### src/rtl/mem_arb_pkg.sv
// Shared constants for the unified I/D memory front end (mem_port_arbiter).
// Holds the FSM state encodings, the funct3 width codes and the lane positions
// of byte and halfword data inside the memory read word.
package mem_arb_pkg;

  // FSM states: which result, if any, comes back from memory this cycle.
  localparam logic [1:0] ST_IDLE   = 2'd0;
  localparam logic [1:0] ST_GNT_IF = 2'd1;
  localparam logic [1:0] ST_GNT_DM = 2'd2;

  typedef logic [2:0] funct3_t;

  // Load/store width codes (funct3).
  localparam funct3_t F3_B  = 3'b000;
  localparam funct3_t F3_H  = 3'b001;
  localparam funct3_t F3_W  = 3'b010;
  localparam funct3_t F3_BU = 3'b100;
  localparam funct3_t F3_HU = 3'b101;

  // The addressed byte/halfword is delivered in the top lanes of mem_rdata.
  localparam int BYTE_LANE_LSB = 24;
  localparam int HALF_LANE_LSB = 16;

endpackage

### src/rtl/mem_port_arbiter_load_extend.sv
// load_extend: combinational load-result formatter for mem_port_arbiter.
// Picks the byte or halfword lane and sign/zero-extends it according to funct3.
// Only instantiated when MEMARB_LOAD_EXT_EN is defined.
module load_extend
  import mem_arb_pkg::*;
(
  input  logic [2:0]  func,
  input  logic [31:0] rdata,
  output logic [31:0] rdata_ext
);

  logic [7:0]  byte_lane;
  logic [15:0] half_lane;

  assign byte_lane = rdata[31:BYTE_LANE_LSB];
  assign half_lane = rdata[31:HALF_LANE_LSB];

  // Select and extend the lane named by funct3; unknown codes return the raw word.
  always_comb begin
    // NOTE: default assignment first so every path drives rdata_ext and no latch is inferred.
    rdata_ext = rdata;
    case (func)
      F3_B:    rdata_ext = {{24{byte_lane[7]}}, byte_lane};
      F3_H:    rdata_ext = {{16{half_lane[15]}}, half_lane};
      F3_BU:   rdata_ext = {24'h0, byte_lane};
      F3_HU:   rdata_ext = {16'h0, half_lane};
      default: rdata_ext = rdata;
    endcase
  end

endmodule

### src/rtl/mem_port_arbiter.sv
// mem_port_arbiter: front end of the shared single-port instruction/data memory.
// Grants at most one of the IF fetch and the MEM load/store each cycle, stalls the
// loser, and returns instruction / load data one cycle after the grant.
// Data normally wins; after STARVE_MAX consecutive data grants with a fetch
// waiting, the fetch is forced through.
// Build option: MEMARB_LOAD_EXT_EN -- when defined, loads are sign/zero-extended
// here; otherwise dm_rdata is the raw memory word and the extension happens later.
//
// A requester may present its next request in the same cycle its previous result
// pulses (if_valid / dm_done), so a held request line yields one result per cycle.
module mem_port_arbiter
  import mem_arb_pkg::*;
#(
  parameter int ADDR_W     = 9,
  parameter int STARVE_MAX = 3   // must be >= 1
) (
  input  logic              clk,
  input  logic              rst,
  // fetch port
  input  logic              if_req,
  input  logic [ADDR_W-1:0] if_addr,
  output logic              if_stall,
  output logic              if_valid,
  output logic [31:0]       if_instr,
  // data port
  input  logic              dm_req,
  input  logic              dm_we,
  input  logic [2:0]        dm_func,
  input  logic [ADDR_W-1:0] dm_addr,
  input  logic [31:0]       dm_wdata,
  output logic              dm_stall,
  output logic              dm_done,
  output logic [31:0]       dm_rdata,
  // memory port
  output logic [ADDR_W-1:0] mem_addr,
  output logic              mem_read,
  output logic              mem_write,
  output logic [2:0]        mem_func,
  output logic [31:0]       mem_wdata,
  input  logic [31:0]       mem_rdata
);

  localparam int                CNT_W      = $clog2(STARVE_MAX + 1);
  localparam logic [CNT_W-1:0] STARVE_LIM = CNT_W'(STARVE_MAX);

  logic [1:0]       state_q;
  logic [CNT_W-1:0] starve_cnt_q;
  logic             store_done_q;
  logic [31:0]      if_instr_q;
  logic [31:0]      dm_rdata_q;
  logic [31:0]      dm_rdata_next;
  logic             gnt_if;
  logic             gnt_dm;

  // Arbitration: data first unless the fetch has been starved STARVE_MAX times.
  always_comb begin
    gnt_if = 1'b0;
    gnt_dm = 1'b0;
    if (!rst) begin
      if (dm_req && !(if_req && (starve_cnt_q == STARVE_LIM))) begin
        gnt_dm = 1'b1;
      end else if (if_req) begin
        gnt_if = 1'b1;
      end
    end
  end

  // Memory strobes, address and width follow the grant combinationally.
  assign mem_read  = gnt_if | (gnt_dm & ~dm_we);
  assign mem_write = gnt_dm & dm_we;
  assign mem_addr  = gnt_if ? if_addr : (gnt_dm ? dm_addr : '0);
  assign mem_func  = gnt_if ? F3_W : (gnt_dm ? dm_func : 3'b000);
  assign mem_wdata = mem_write ? dm_wdata : 32'h0;

  // A waiting request stalls in the same cycle it loses (or is still ungranted).
  assign if_stall = if_req & ~gnt_if & ~rst;
  assign dm_stall = dm_req & ~gnt_dm & ~rst;

  // Result pulses come straight from the state flops; the data registers hold the
  // last result and the arriving word is forwarded during the pulse cycle.
  assign if_valid = (state_q == ST_GNT_IF);
  assign if_instr = if_valid ? mem_rdata : if_instr_q;
  assign dm_done  = (state_q == ST_GNT_DM) | store_done_q;
  assign dm_rdata = (state_q == ST_GNT_DM) ? dm_rdata_next : dm_rdata_q;

  // FSM, store-completion flag and starvation counter.
  always_ff @(posedge clk or posedge rst) begin
    if (rst) begin
      state_q      <= ST_IDLE;
      starve_cnt_q <= '0;
      store_done_q <= 1'b0;
    end else begin
      // NOTE: non-blocking assignments so every flop here samples pre-edge values.
      store_done_q <= gnt_dm & dm_we;
      if (gnt_if) begin
        state_q <= ST_GNT_IF;
      end else if (gnt_dm && !dm_we) begin
        state_q <= ST_GNT_DM;
      end else begin
        state_q <= ST_IDLE;
      end

      if (gnt_if) begin
        starve_cnt_q <= '0;
      end else if (gnt_dm && if_req && (starve_cnt_q != STARVE_LIM)) begin
        starve_cnt_q <= starve_cnt_q + 1'b1;
      end
    end
  end

  // Result registers: capture the returning word at the end of its pulse cycle.
  always_ff @(posedge clk or posedge rst) begin
    if (rst) begin
      // NOTE: the result registers are reset because their value is visible on the ports after reset.
      if_instr_q <= 32'h0;
      dm_rdata_q <= 32'h0;
    end else begin
      if (state_q == ST_GNT_IF) if_instr_q <= mem_rdata;
      if (state_q == ST_GNT_DM) dm_rdata_q <= dm_rdata_next;
    end
  end

`ifdef MEMARB_LOAD_EXT_EN
  logic [2:0] dm_func_q;

  // Keep the load's width code: the requester may change dm_func while data returns.
  always_ff @(posedge clk or posedge rst) begin
    if (rst) begin
      dm_func_q <= 3'b000;
    end else if (gnt_dm) begin
      dm_func_q <= dm_func;
    end
  end

  load_extend u_load_extend (
    .func      (dm_func_q),
    .rdata     (mem_rdata),
    .rdata_ext (dm_rdata_next)
  );
`else
  assign dm_rdata_next = mem_rdata;
`endif

endmodule

### config.mk
export PLATFORM = sky130hd
export DESIGN_NAME = mem_port_arbiter
export DESIGN_NICKNAME = d
export VERILOG_FILES = /design/src/rtl/mem_arb_pkg.sv /design/src/rtl/mem_port_arbiter_load_extend.sv /design/src/rtl/mem_port_arbiter.sv
export SDC_FILE = /design/constraint.sdc
export NUM_CORES = 1
export LEC_CHECK = 0
export CAP_MARGIN = 25
export CORE_MARGIN = 2
export CORE_UTILIZATION = 36
export DETAILED_ROUTE_END_ITERATION = 8
export PLACE_DENSITY = 0.81
export SLEW_MARGIN = 20
export SYNTH_ARGS = -nofsm -noshare
export SYNTH_HDL_FRONTEND = slang
export SYNTH_SLANG_ARGS = --single-unit
### constraint.sdc
create_clock -name clk -period 3.3 [get_ports clk]
set_input_delay 0.66 -clock clk [delete_from_list [all_inputs] [get_ports clk]]
set_output_delay 0.66 -clock clk [all_outputs]
set_load 0.02 [all_outputs]
==> flow_metrics.py, run 1 <==
metrics = {
    "timing": {
        "fin_crit_sh_pct": 96.9,
        "rsz0062_at_grt": "no",
        "tns_ns": 0,
        "hold_viol": 0,
        "maxSlewViolCount": 0,
        "clock_skew_ns": 0.0102,
        "max_freq_mhz": 313,
        "worstMarginPinSlew_ns": 0.731,
        "period_needed_ns": 3.20,
        "setup_viol": 0,
        "slew_headroom_pct": 51.2,
    },
    "critical_path": {
        "worstSetupEndpointType": "output port",
        "path_max_fanout": 34,
        "required_ns": 2.64,
        "setup.worst_path.start": "dm_req",
        "reg2reg_to": "starve_cnt_q[0]$_DFFE_PP0P_",
        "reg2regPathDepth": 4,
        "r2r_slack_ns": 1.77,
        "critPathLaunchType": "input pin",
        "crit_type": "input pin to output port",
        "cp.arrival_ns": 2.54,
        "r2r_start": "starve_cnt_q[1]$_DFFE_PP0P_",
        "crit_end": "mem_wdata[24]",
    },
    "finish": {
        "multi_input_area_um2": 1210,
        "drive_above_1_share_pct": 21.7,
        "diodes": 0,
        "final_area_um2": 5380,
        "nFillCells": 646,
        "seqCellArea_um2": 1730,
        "nets": 520,
        "area_delta_synth_final_pct": 77.8,
    },
    "route": {
        "top_layer": "met4",
        "drcViolationCount": 0,
        "vias": 2569,
        "dr.pass1.iters": 4,
        "wl_met1_mm": 3.16,
        "drt_wl_total_mm": 8.81,
        "met2_length_mm": 4.32,
        "wire_per_inst_um": 16.3,
        "met3_length_um": 741,
        "initialDrtViolationCount": 57,
        "viasPerCell": 4.77,
        "ant_nets": 0,
    },
    "floorplan": {
        "start_util_pct": 37.0,
        "die_area_um2": 9150,
        "rows": 33,
        "coreArea_um2": 8180,
        "pin_count": 204,
        "chipWidth_um": 95.7,
        "dieHeight_um": 95.7,
    },
    "cts": {
        "cts_buffer_depth": 2,
        "holdBufCountCts": 0,
        "cts.clk_slew.worst_paths_ns": 0.07,
        "cts_tree": "built",
        "clock_sinks": 69,
        "postCtsSetupRepairBufs": 0,
        "htreeDepth": 3,
        "cts_root_buf": "clkbuf_8",
        "cts_resized": 0,
        "insertion_delay_ns": 0.34,
        "numCtsBuffers": 9,
    },
    "worst_hold_path": {
        "hold_class": "flip-flop to flip-flop",
    },
    "grt": {
        "grt_pass1_vias": 2742,
        "overflow": 0,
        "grt_pass1_wl_mm": 13.2,
        "antenna_found_initial": 0,
        "grt_use_total_pct": 19.4,
        "grt_start_max_net_pins": 36,
    },
    "synthesis": {
        "synth_flop_cell": "dfrtp_1",
        "syn_inst": 222,
        "yosysSeqAreaShare_pct": 57.1,
        "synth_common_cells": "dfrtp_1 (69), mux2_2 (65), and2_1 (32)",
        "syn_nets": 313,
        "synth_top_area_share_pct": 57.1,
        "post-synth-top-count-cell": "dfrtp_1",
        "ys_seq_elements": 69,
        "avgSynthCellArea_um2": 13.6,
        "synth_warnings": 0,
        "yosys.area.top_type": "dfrtp_1",
        "synthArstFlopShare_pct": 100,
        "synth_area_leaders": "dfrtp_1 (57%), mux2_2 (24%), and2_1 (6.6%)",
        "synth_edf_count": 0,
        "synth_cell_types": 21,
        "synthesis.area_um2": 3020,
    },
    "power": {
        "power_density_nw_per_um2": 537,
        "irDropWorstVdd_mv": 0.196,
        "p_leak_uw": 0.00220,
    },
    "placed_design": {
        "port_buffers": 203,
        "dpl-instance-area_um2": 5180,
        "hpwl_mm": 6.96,
        "gp_congestion": 0.861,
    },
    "outcome": {
        "outcome": "finished, final reports clean",
    },
    "flow_run": {
        "max_cap_violations": 0,
    },
}
layer usage:
layer,vias up,track usage [%]
li1,1179,-
met1,1213,20.2
met2,144,32.5
met3,33,6.40
met4,0,14.3
met5,-,0
stage by stage:
step	setup WS (ns)	hold slack, ns	instances	utilization (%)	total power [µW]
2_1_floorplan	0.689	0.477	222	-	1650
3_3_place_gp	0.148	0.477	523	63.3	2210
3_5_place_dp	0.103	0.483	523	63.3	2240
4_1_cts	0.103	0.501	539	65.8	2930
5_1_grt	0.0262	0.510	539	65.8	3040
6_report	0.103	0.498	539	65.8	2890
power by group:
| part | switching, µW | internal (µW) |
|---|---|---|
| clock | 320 | 351 |
| combinational | 532 | 606 |
| sequential | 47.1 | 1030 |
worst min-delay path by stage:
stage | from | end | cells after the start
after floorplan | starve_cnt_q[1]$_DFFE_PP0P_ | starve_cnt_q[1]$_DFFE_PP0P_ | 1
after global placement | dm_rdata_q[16]$_DFF_PP0_ | dm_rdata_q[16]$_DFF_PP0_ | 1
after detailed placement | dm_rdata_q[14]$_DFF_PP0_ | dm_rdata_q[14]$_DFF_PP0_ | 1
after CTS | dm_rdata_q[14]$_DFF_PP0_ | dm_rdata_q[14]$_DFF_PP0_ | 1
after global routing | dm_rdata_q[7]$_DFF_PP0_ | dm_rdata_q[7]$_DFF_PP0_ | 1
final | if_instr_q[14]$_DFF_PP0_ | if_instr_q[14]$_DFF_PP0_ | 1
critical path, cell delays in order:
cell             delay, ns
clkdlybuf4s50_1       0.49
nor2b_4               0.18
and3_4                0.35
and2_1                0.17
clkdlybuf4s50_1       0.68
cell usage in the layout (no fill, tap or decap), drive strengths merged:
cell type / instances
dfrtp: 69
and2: 32
buf: 7
nor2: 11
a21boi: 1
a32oi: 9
clkinvlp: 1
mux2: 65
a21oi: 2
clkbuf: 9
clkdlybuf4s50: 203
and3: 4
nor2b: 3
bufinv: 1
clkinv: 4
nand2: 4
inv: 2
nand2b: 5
a22o: 1
ha: 1
kinds of logic after synthesis:
group                      Yosys count  synth area share, %
buffers and inverters               15                 3.31
and+or+nand+nor                     59                 11.4
adders and majority gates            1                0.414
AOI/OAI and AO/OA                   13                 3.60
DFF                                 69                 57.1
muxes                               65                 24.2
sequential cells by signal, summed over array words and instances, names as in the netlist:
register,cells
dm_rdata_q,32
starve_cnt_q,2
store_done_q,1
state_q,2
if_instr_q,32
area by class of cell:
cell class | instances | area share, %
inverters | 1 | 0.0698
clock inverters | 7 | 1.37
well taps | 105 | 2.44
multi-input cells | 138 | 22.5
clock buffers | 9 | 2.30
flip-flops and latches | 69 | 32.1
repair buffers | 210 | 39.2
(Power assumes the default switching activity.)
==> run 2, diff against run 1 <==
--- a/config.mk
+++ b/config.mk
@@ -5,6 +5,7 @@
 export SDC_FILE = /design/constraint.sdc
 export NUM_CORES = 1
 export LEC_CHECK = 0
+export ABC_CLOCK_PERIOD_IN_PS = 3300
 export CAP_MARGIN = 25
 export CORE_MARGIN = 2
 export CORE_UTILIZATION = 36
==> results of run 2 <==
Final layout, timing and power as in run 1 (identical DEF).
